--- src/rtl/project_pkg.sv ---
// Project-wide constants and shared types for the instruction fetch path.
package project_pkg;

    localparam int word_length = 8;
    localparam int ROM_DEPTH   = 256;

    typedef enum logic {
        FETCH_IDLE  = 1'b0,
        FETCH_VALID = 1'b1
    } fetch_state_t;

endpackage

--- src/rtl/instr_ram.sv ---
// Program storage: one write port and two registered read ports at addr and addr+1.
module instr_ram
    import project_pkg::*;
#(
    parameter int WORD_W = word_length,
    parameter int DEPTH  = ROM_DEPTH,
    parameter int ADDR_W = $clog2(DEPTH)
) (
    input  logic              clk,
    input  logic              we_i,
    input  logic [ADDR_W-1:0] waddr_i,
    input  logic [WORD_W-1:0] wdata_i,
    input  logic              re_i,
    input  logic [ADDR_W-1:0] raddr_i,
    output logic [WORD_W-1:0] rdata0_o,
    output logic [WORD_W-1:0] rdata1_o
);

    logic [WORD_W-1:0] mem_q [DEPTH];
    logic [WORD_W-1:0] rd0_q;
    logic [WORD_W-1:0] rd1_q;
    logic [ADDR_W-1:0] raddr_nxt;

    // Carry out of the top bit is dropped so the last word pairs with word 0.
    assign raddr_nxt = raddr_i + ADDR_W'(1);

    always_ff @(posedge clk) begin
        if (we_i) begin
            mem_q[waddr_i] <= wdata_i;
        end
        if (re_i) begin
            rd0_q <= mem_q[raddr_i];
            rd1_q <= mem_q[raddr_nxt];
        end
    end

    assign rdata0_o = rd0_q;
    assign rdata1_o = rd1_q;

endmodule

--- src/rtl/instr_fetch.sv ---
// Instruction fetch front end: request/response handshake around instr_ram.
module instr_fetch
    import project_pkg::*;
#(
    parameter int WORD_W = word_length,
    parameter int DEPTH  = ROM_DEPTH,
    parameter int ADDR_W = $clog2(DEPTH)
) (
    input  logic              clk,
    input  logic              rst_n,
    input  logic              req_valid,
    output logic              req_ready,
    input  logic [ADDR_W-1:0] req_addr,
    output logic              rsp_valid,
    input  logic              rsp_ready,
    output logic [WORD_W-1:0] rsp_instr,
    output logic [WORD_W-1:0] rsp_imm,
    output logic [ADDR_W-1:0] rsp_addr,
    input  logic              prog_we,
    input  logic [ADDR_W-1:0] prog_addr,
    input  logic [WORD_W-1:0] prog_data
);

    fetch_state_t      state_q;
    logic              rsp_valid_q;
    logic [ADDR_W-1:0] rsp_addr_q;
    logic              loaded_q;
    logic              accept;
    logic [WORD_W-1:0] ram_instr;
    logic [WORD_W-1:0] ram_imm;

    assign req_ready = !prog_we && (state_q == FETCH_IDLE || rsp_ready);
    assign accept    = req_valid && req_ready;

    instr_ram #(
        .WORD_W (WORD_W),
        .DEPTH  (DEPTH),
        .ADDR_W (ADDR_W)
    ) u_ram (
        .clk      (clk),
        .we_i     (prog_we),
        .waddr_i  (prog_addr),
        .wdata_i  (prog_data),
        .re_i     (accept),
        .raddr_i  (req_addr),
        .rdata0_o (ram_instr),
        .rdata1_o (ram_imm)
    );

    always_ff @(posedge clk or negedge rst_n) begin
        if (!rst_n) begin
            state_q     <= FETCH_IDLE;
            rsp_valid_q <= 1'b0;
            rsp_addr_q  <= '0;
            loaded_q    <= 1'b0;
        end else begin
            if (accept) begin
                state_q     <= FETCH_VALID;
                rsp_valid_q <= 1'b1;
                rsp_addr_q  <= req_addr;
                loaded_q    <= 1'b1;
            end else if (state_q == FETCH_VALID && rsp_ready) begin
                state_q     <= FETCH_IDLE;
                rsp_valid_q <= 1'b0;
            end
        end
    end

    // The RAM read registers double as the data output registers; they have no
    // reset, so the data is gated to zero until the first fetch after reset.
    assign rsp_valid = rsp_valid_q;
    assign rsp_addr  = rsp_addr_q;
    assign rsp_instr = loaded_q ? ram_instr : '0;
    assign rsp_imm   = loaded_q ? ram_imm   : '0;

endmodule
--- config.mk ---
export PLATFORM = sky130hd
export DESIGN_NAME = instr_fetch
export DESIGN_NICKNAME = d
export VERILOG_FILES = /design/src/rtl/project_pkg.sv /design/src/rtl/instr_ram.sv /design/src/rtl/instr_fetch.sv
export SDC_FILE = /design/constraint.sdc
export NUM_CORES = 2
export LEC_CHECK = 0
export CORE_MARGIN = 2
export CORE_UTILIZATION = 30
export CTS_CLUSTER_SIZE = 24
export DETAILED_ROUTE_END_ITERATION = 8
export PLACE_DENSITY = 0.47
export SETUP_SLACK_MARGIN = 0.3
export SYNTH_ARGS = -nofsm -noshare
export SYNTH_HDL_FRONTEND = slang
export SYNTH_SLANG_ARGS = --single-unit
--- constraint.sdc ---
create_clock -name clk -period 2.2 [get_ports clk]
set_clock_uncertainty 0.2 [all_clocks]
set_input_delay 0.22 -clock clk [delete_from_list [all_inputs] [get_ports clk]]
set_output_delay 0.22 -clock clk [all_outputs]
set_load 0.03 [all_outputs]
Word level (Yosys, flattened, before mapping)
Memories as Yosys holds them, arrays and structs flattened. A register that Yosys moved wholly into a read port is not among the register bits.
Cells that the tools add are included.
- add/sub/neg operators: 1
- mux-type cells: 6
- bitwise operators: 1
- reduce and logical (&&, ||, !) cells: 6
- operator list (cell ; count):
    two-way mux 8 bit ; 2
    adder 8 x 1 -> 8 bit (second input constant) ; 1
    two-way mux 1 bit ; 4
    logical AND 1 bit ; 3
    nonzero test 2 bit ; 1
    logical NOT 1 bit ; 1
    logical OR 1 bit ; 1
    NOT 1 bit ; 1
- register bits after elaboration: 10
- memory bits (writable): 2048
- memories kept: 1
- memories (name ; words ; bits a word ; read ports ; clocked after Yosys merged registers in ; wr ports ; RTL line ; source):
    u_ram.mem_q ; 256 ; 8 ; 2 ; 2 ; 1 ; instr_ram.sv:19 ; logic [WORD_W-1:0] mem_q [DEPTH];

Longest topological paths before layout
- word-level depth: 5
- mapped depth: 13

Modules after synthesis
Synthesis repeated with hierarchy kept, for this count alone.
- cells, all modules: 4898
- area, all modules: 97476.0 µm²
- by module, submodules not included (module ; instances ; cells each ; area each (µm²) ; sequential area each (µm²)):
    instr_ram ; 1 ; 4857 ; 96936.7 ; 61979.4
    instr_fetch ; 1 ; 41 ; 539.3 ; 250.2

Worst setup path before layout
OpenSTA, ideal clock, no wires.
- path type: input -> register
- from: input port req_addr[0]
- to: register u_ram.rd1_q[2], in the netlist u_ram.rdata1_o[2] (read register of u_ram.mem_q) (data pin)
- arrival time: 2.484 ns
- path slack: -0.756 ns
- cell stages on the path: 11
- cell sequence: ha_1 > buf_4 > buf_2 > buf_2 > buf_2 > mux4_2 > nand2_1 > nand3_1 > a21oi_1 > a22oi_1 > or4_1
- longest elaborated chain between the ends: 1
- ends and longest elaborated chain (element ; RTL line ; source):
    start: declaration ; instr_fetch.sv:13 ; input logic [ADDR_W-1:0] req_addr,
    adder 8 x 1 -> 8 bit ; instr_ram.sv:25 ; assign raddr_nxt = raddr_i + ADDR_W'(1);
    end: declaration ; instr_ram.sv:21 ; logic [WORD_W-1:0] rd1_q;
No other way between the ends.
A chain may end at the register's enable or synchronous reset.

==> flow_metrics.py <==
metrics = {
    "synthesis": {
        "yosysUniqueCellTypes": 70,
        "ys_seq_area_frac": 0.6333,
        "ys_ff_latch": 2074,
        "synth_fp_nets": 5414,
        "netlist_top_cells_area": "edfxtp_1 63%, mux4_2 22%, mux2i_1 2.7%",
        "postSynthCellCount": 5384,
        "synth-edff-count": 2064,
        "synth.top_cell.area_share": 0.6307,
        "avgSynthCellArea_um2": 18.25,
        "syn-cell-area_um2": 98270,
        "yosysWarnings": 0,
        "synth_largest_area_cell": "edfxtp_1",
        "synthFlopType": "edfxtp_1",
        "async_flop_share": 0.004822,
    },
    "global_routing": {
        "grt_use_total": 0.2230,
        "grt_pass1_wl_um": 518300,
        "grt_overflow": 0,
        "grt_max_degree": 79,
        "grt_antenna_before_repair": 22,
        "grt_pass1_vias": 62690,
    },
    "cts": {
        "cts-root-buf": "clkbuf_16",
        "htree_levels": 4,
        "clk_pin_slew_ns": 0.06,
        "cts_buffers": 233,
        "clock_latency_ns": 0.93,
        "cts_buffer_depth": 4,
        "cts_tree": "done",
        "clock_sinks": 2074,
    },
    "power": {
        "p_leak_uw": 0.04197,
        "power.density_nw_per_um2": 762.0,
        "total_power_uw": 95500,
        "ir_worst_vdd_v": 0.0007369,
    },
    "critical_path": {
        "criticalPathCategory": "reg2reg",
        "path_buf_inv": 2,
        "ff2ff_path_depth": 9,
        "r2r_slack_ns": -0.69,
        "reg2reg_to": "u_ram.rdata1_o[6]",
        "slowest_delay_ns": 0.52,
        "slowest_stage": "mux4_2",
        "worstPathArrival_ns": 3.32,
        "required_ns": 2.64,
        "reg2reg_from": "u_ram.mem_q[182][6]",
        "path_cells": "mux4_2, nand2_2, buf_12, and3_4, a2111oi_2, buf_4, a311oi_4, o221ai_2, or4_1",
        "path_max_fanout": 2,
        "end_kind": "flip-flop",
        "cp-start-kind": "flip-flop",
        "crit_family": "simple AND/OR/NAND/NOR gates",
    },
    "finish": {
        "final_area_um2": 125300,
        "final_nets": 6701,
        "area_delta_synth_final_pct": 27.54,
        "drive_above_1_share": 0.4512,
        "utilization": 0.3837,
        "layout.cells.non_filler": 11220,
    },
    "sta": {
        "period_share": 1.312,
        "grt_setup_unrepaired": "true",
        "finalSetupViolCount": 32,
        "slew_violations": 0,
        "setup_ws_ns": -0.6855,
        "hold_viol": 0,
        "holdWs_ns": 0.08607,
        "slew_headroom": 0.2963,
        "fin_crit_ns": 2.885,
        "worstMarginPinSlew_ns": 1.049,
        "max_freq_mhz": 346.6,
    },
    "run_status": {
        "violations": "negative setup slack",
        "status": "finished, violations left",
    },
    "drt": {
        "drt-total-wl_um": 377000,
        "drc": 0,
        "viasPerCell": 5.558,
        "firstDrtPassIters": 6,
        "vias": 62340,
        "wl_per_cell_um": 33.61,
        "first_iter_violations": 7541,
        "ant_nets": 0,
    },
    "floorplanning": {
        "placementRows": 210,
        "die_w_um": 576.3,
        "initial_core_util": 0.3009,
        "die_h_um": 576.3,
        "boundaryPins": 55,
        "core-area_um2": 326600,
        "dieArea_um2": 332100,
    },
    "hold_path": {
        "hold_path.class": "in2reg",
        "min-delay-start": "req_addr[5]",
        "min_path_cells": 5,
        "hold-path-endpoint": "rsp_addr[5]",
    },
    "place": {
        "port_buffers": 54,
        "dpl_cell_area_um2": 116300,
        "place.gp.congestion": 0.9131,
        "placed_cells": 10740,
        "place_hpwl_um": 270400,
    },
    "flow_run": {
        "cap_violations": 0,
    },
}
[state kept, by name, indices dropped and copies added, names as in the netlist]
register and count:
rsp_valid 1, loaded_q 1, u_ram.rdata1_o 8, rsp_addr 8, u_ram.rdata0_o 8, u_ram.mem_q 2048
[power breakdown]
part | internal (µW) | switching [µW]
clock | 22700 | 16700
combinational | 5200 | 7210
sequential | 43600 | 108
total | 71500 | 24000
[worst min-delay path: stages]
cell             delay, ns
clkdlybuf4s50_1       0.45
buf_12                0.16
buf_4                 0.19
nand2_1               0.08
nand2_1               0.04
[cell families (layout without fill, tap and decap cells)]
| group | count (synthesis) | count (layout) | share of synthesized area |
|---|---|---|---|
| compound gates | 409 | 409 | 0.02972 |
| other cells | 0 | 3 | 0 |
| flops | 2074 | 2074 | 0.6333 |
| buf+inv | 446 | 1930 | 0.02519 |
| fa+ha+maj | 1 | 1 | 0.0001273 |
| simple gates | 1118 | 1118 | 0.04863 |
| xor+xnor | 7 | 7 | 0.0009678 |
| mux | 1329 | 1329 | 0.2621 |
[cell usage in the layout, fill, tap and decap left out, drive strengths merged, types with 27 or more instances in the layout]
cell	n
a22oi	28
mux4	985
nand3	166
nand4	53
edfxtp	2064
mux2	78
mux2i	266
bufinv	28
and3	33
clkinv	117
o22ai	63
nand2	475
a21oi	66
clkbuf	267
nor2	326
a221oi	29
buf	1456
o221ai	28
o21ai	46
a211oi	27
[Yosys cell counts (29+ instances only)]
cell type and n:
mux2i_1 266, edfxtp_1 2064, buf_4 90, buf_6 30, o22ai_1 63, mux2_2 78, buf_2 161, nor2_1 325
o21ai_0 45, and3_1 33, a221oi_1 29, mux4_2 977, nand4_1 53, clkbuf_1 131, nand3_1 166, nand2_1 475
a21oi_1 66
[area by class of cell]
class | count | area [µm²]
Tap cell | 4346 | 5438
Inverter | 10 | 48.80
Timing Repair Buffer | 1488 | 14900
Sequential cell | 2074 | 62230
Fill cell | 29880 | 201300
Clock buffer | 267 | 5979
Multi-Input combinational cell | 2864 | 35130
Antenna cell | 3 | 7.507
Clock inverter | 165 | 1595
[layer usage]
layer  routed length, µm  vias to the layer above  global-route usage  share of wire
li1                    -                    25250                   -              -
met1              156600                    33820              0.3060           0.42
met2              181500                     2732              0.3659           0.48
met3               25510                      532             0.03137          0.068
met4               13290                       12             0.07002          0.035
met5                  77                        -                   0        0.00020
[metrics by stage]
stage,worst slack [ns],setup TNS [ns]
after floorplan,-0.4474,-5.122
after global placement,-2.230,-715.75
final,-0.6855,-10.66
after CTS,-0.6642,-11.96
after detailed placement,-1.936,-727.78
after global routing,-0.6839,-11.81
[worst max path at each step]
| stage | startpoint | to | slack (ns) | cells after the start |
|---|---|---|---|---|
| after floorplan | req_addr[1] | u_ram.rdata1_o[5] | -0.45 | 8 |
| after global placement | req_addr[3] | u_ram.rdata1_o[3] | -2.23 | 11 |
| after detailed placement | req_addr[3] | u_ram.rdata1_o[2] | -1.94 | 11 |
| after CTS | u_ram.mem_q[239][6] | u_ram.rdata0_o[6] | -0.66 | 7 |
| after global routing | u_ram.mem_q[182][6] | u_ram.rdata1_o[6] | -0.68 | 9 |
| final | u_ram.mem_q[182][6] | u_ram.rdata1_o[6] | -0.69 | 9 |
[timing repair]
item | 4_1_cts | 5_1_grt
setup endpoints to repair | 42 | 45
endpoints found under the hold margin | 2048 | 0
pin swaps | 47 | 33
gates cloned | 0 | 0
hold buffers | 16 | 0
resized for setup | 234 | 62
setup buffers | 24 | 2
Note: power is estimated with default switching activity, not from simulation.
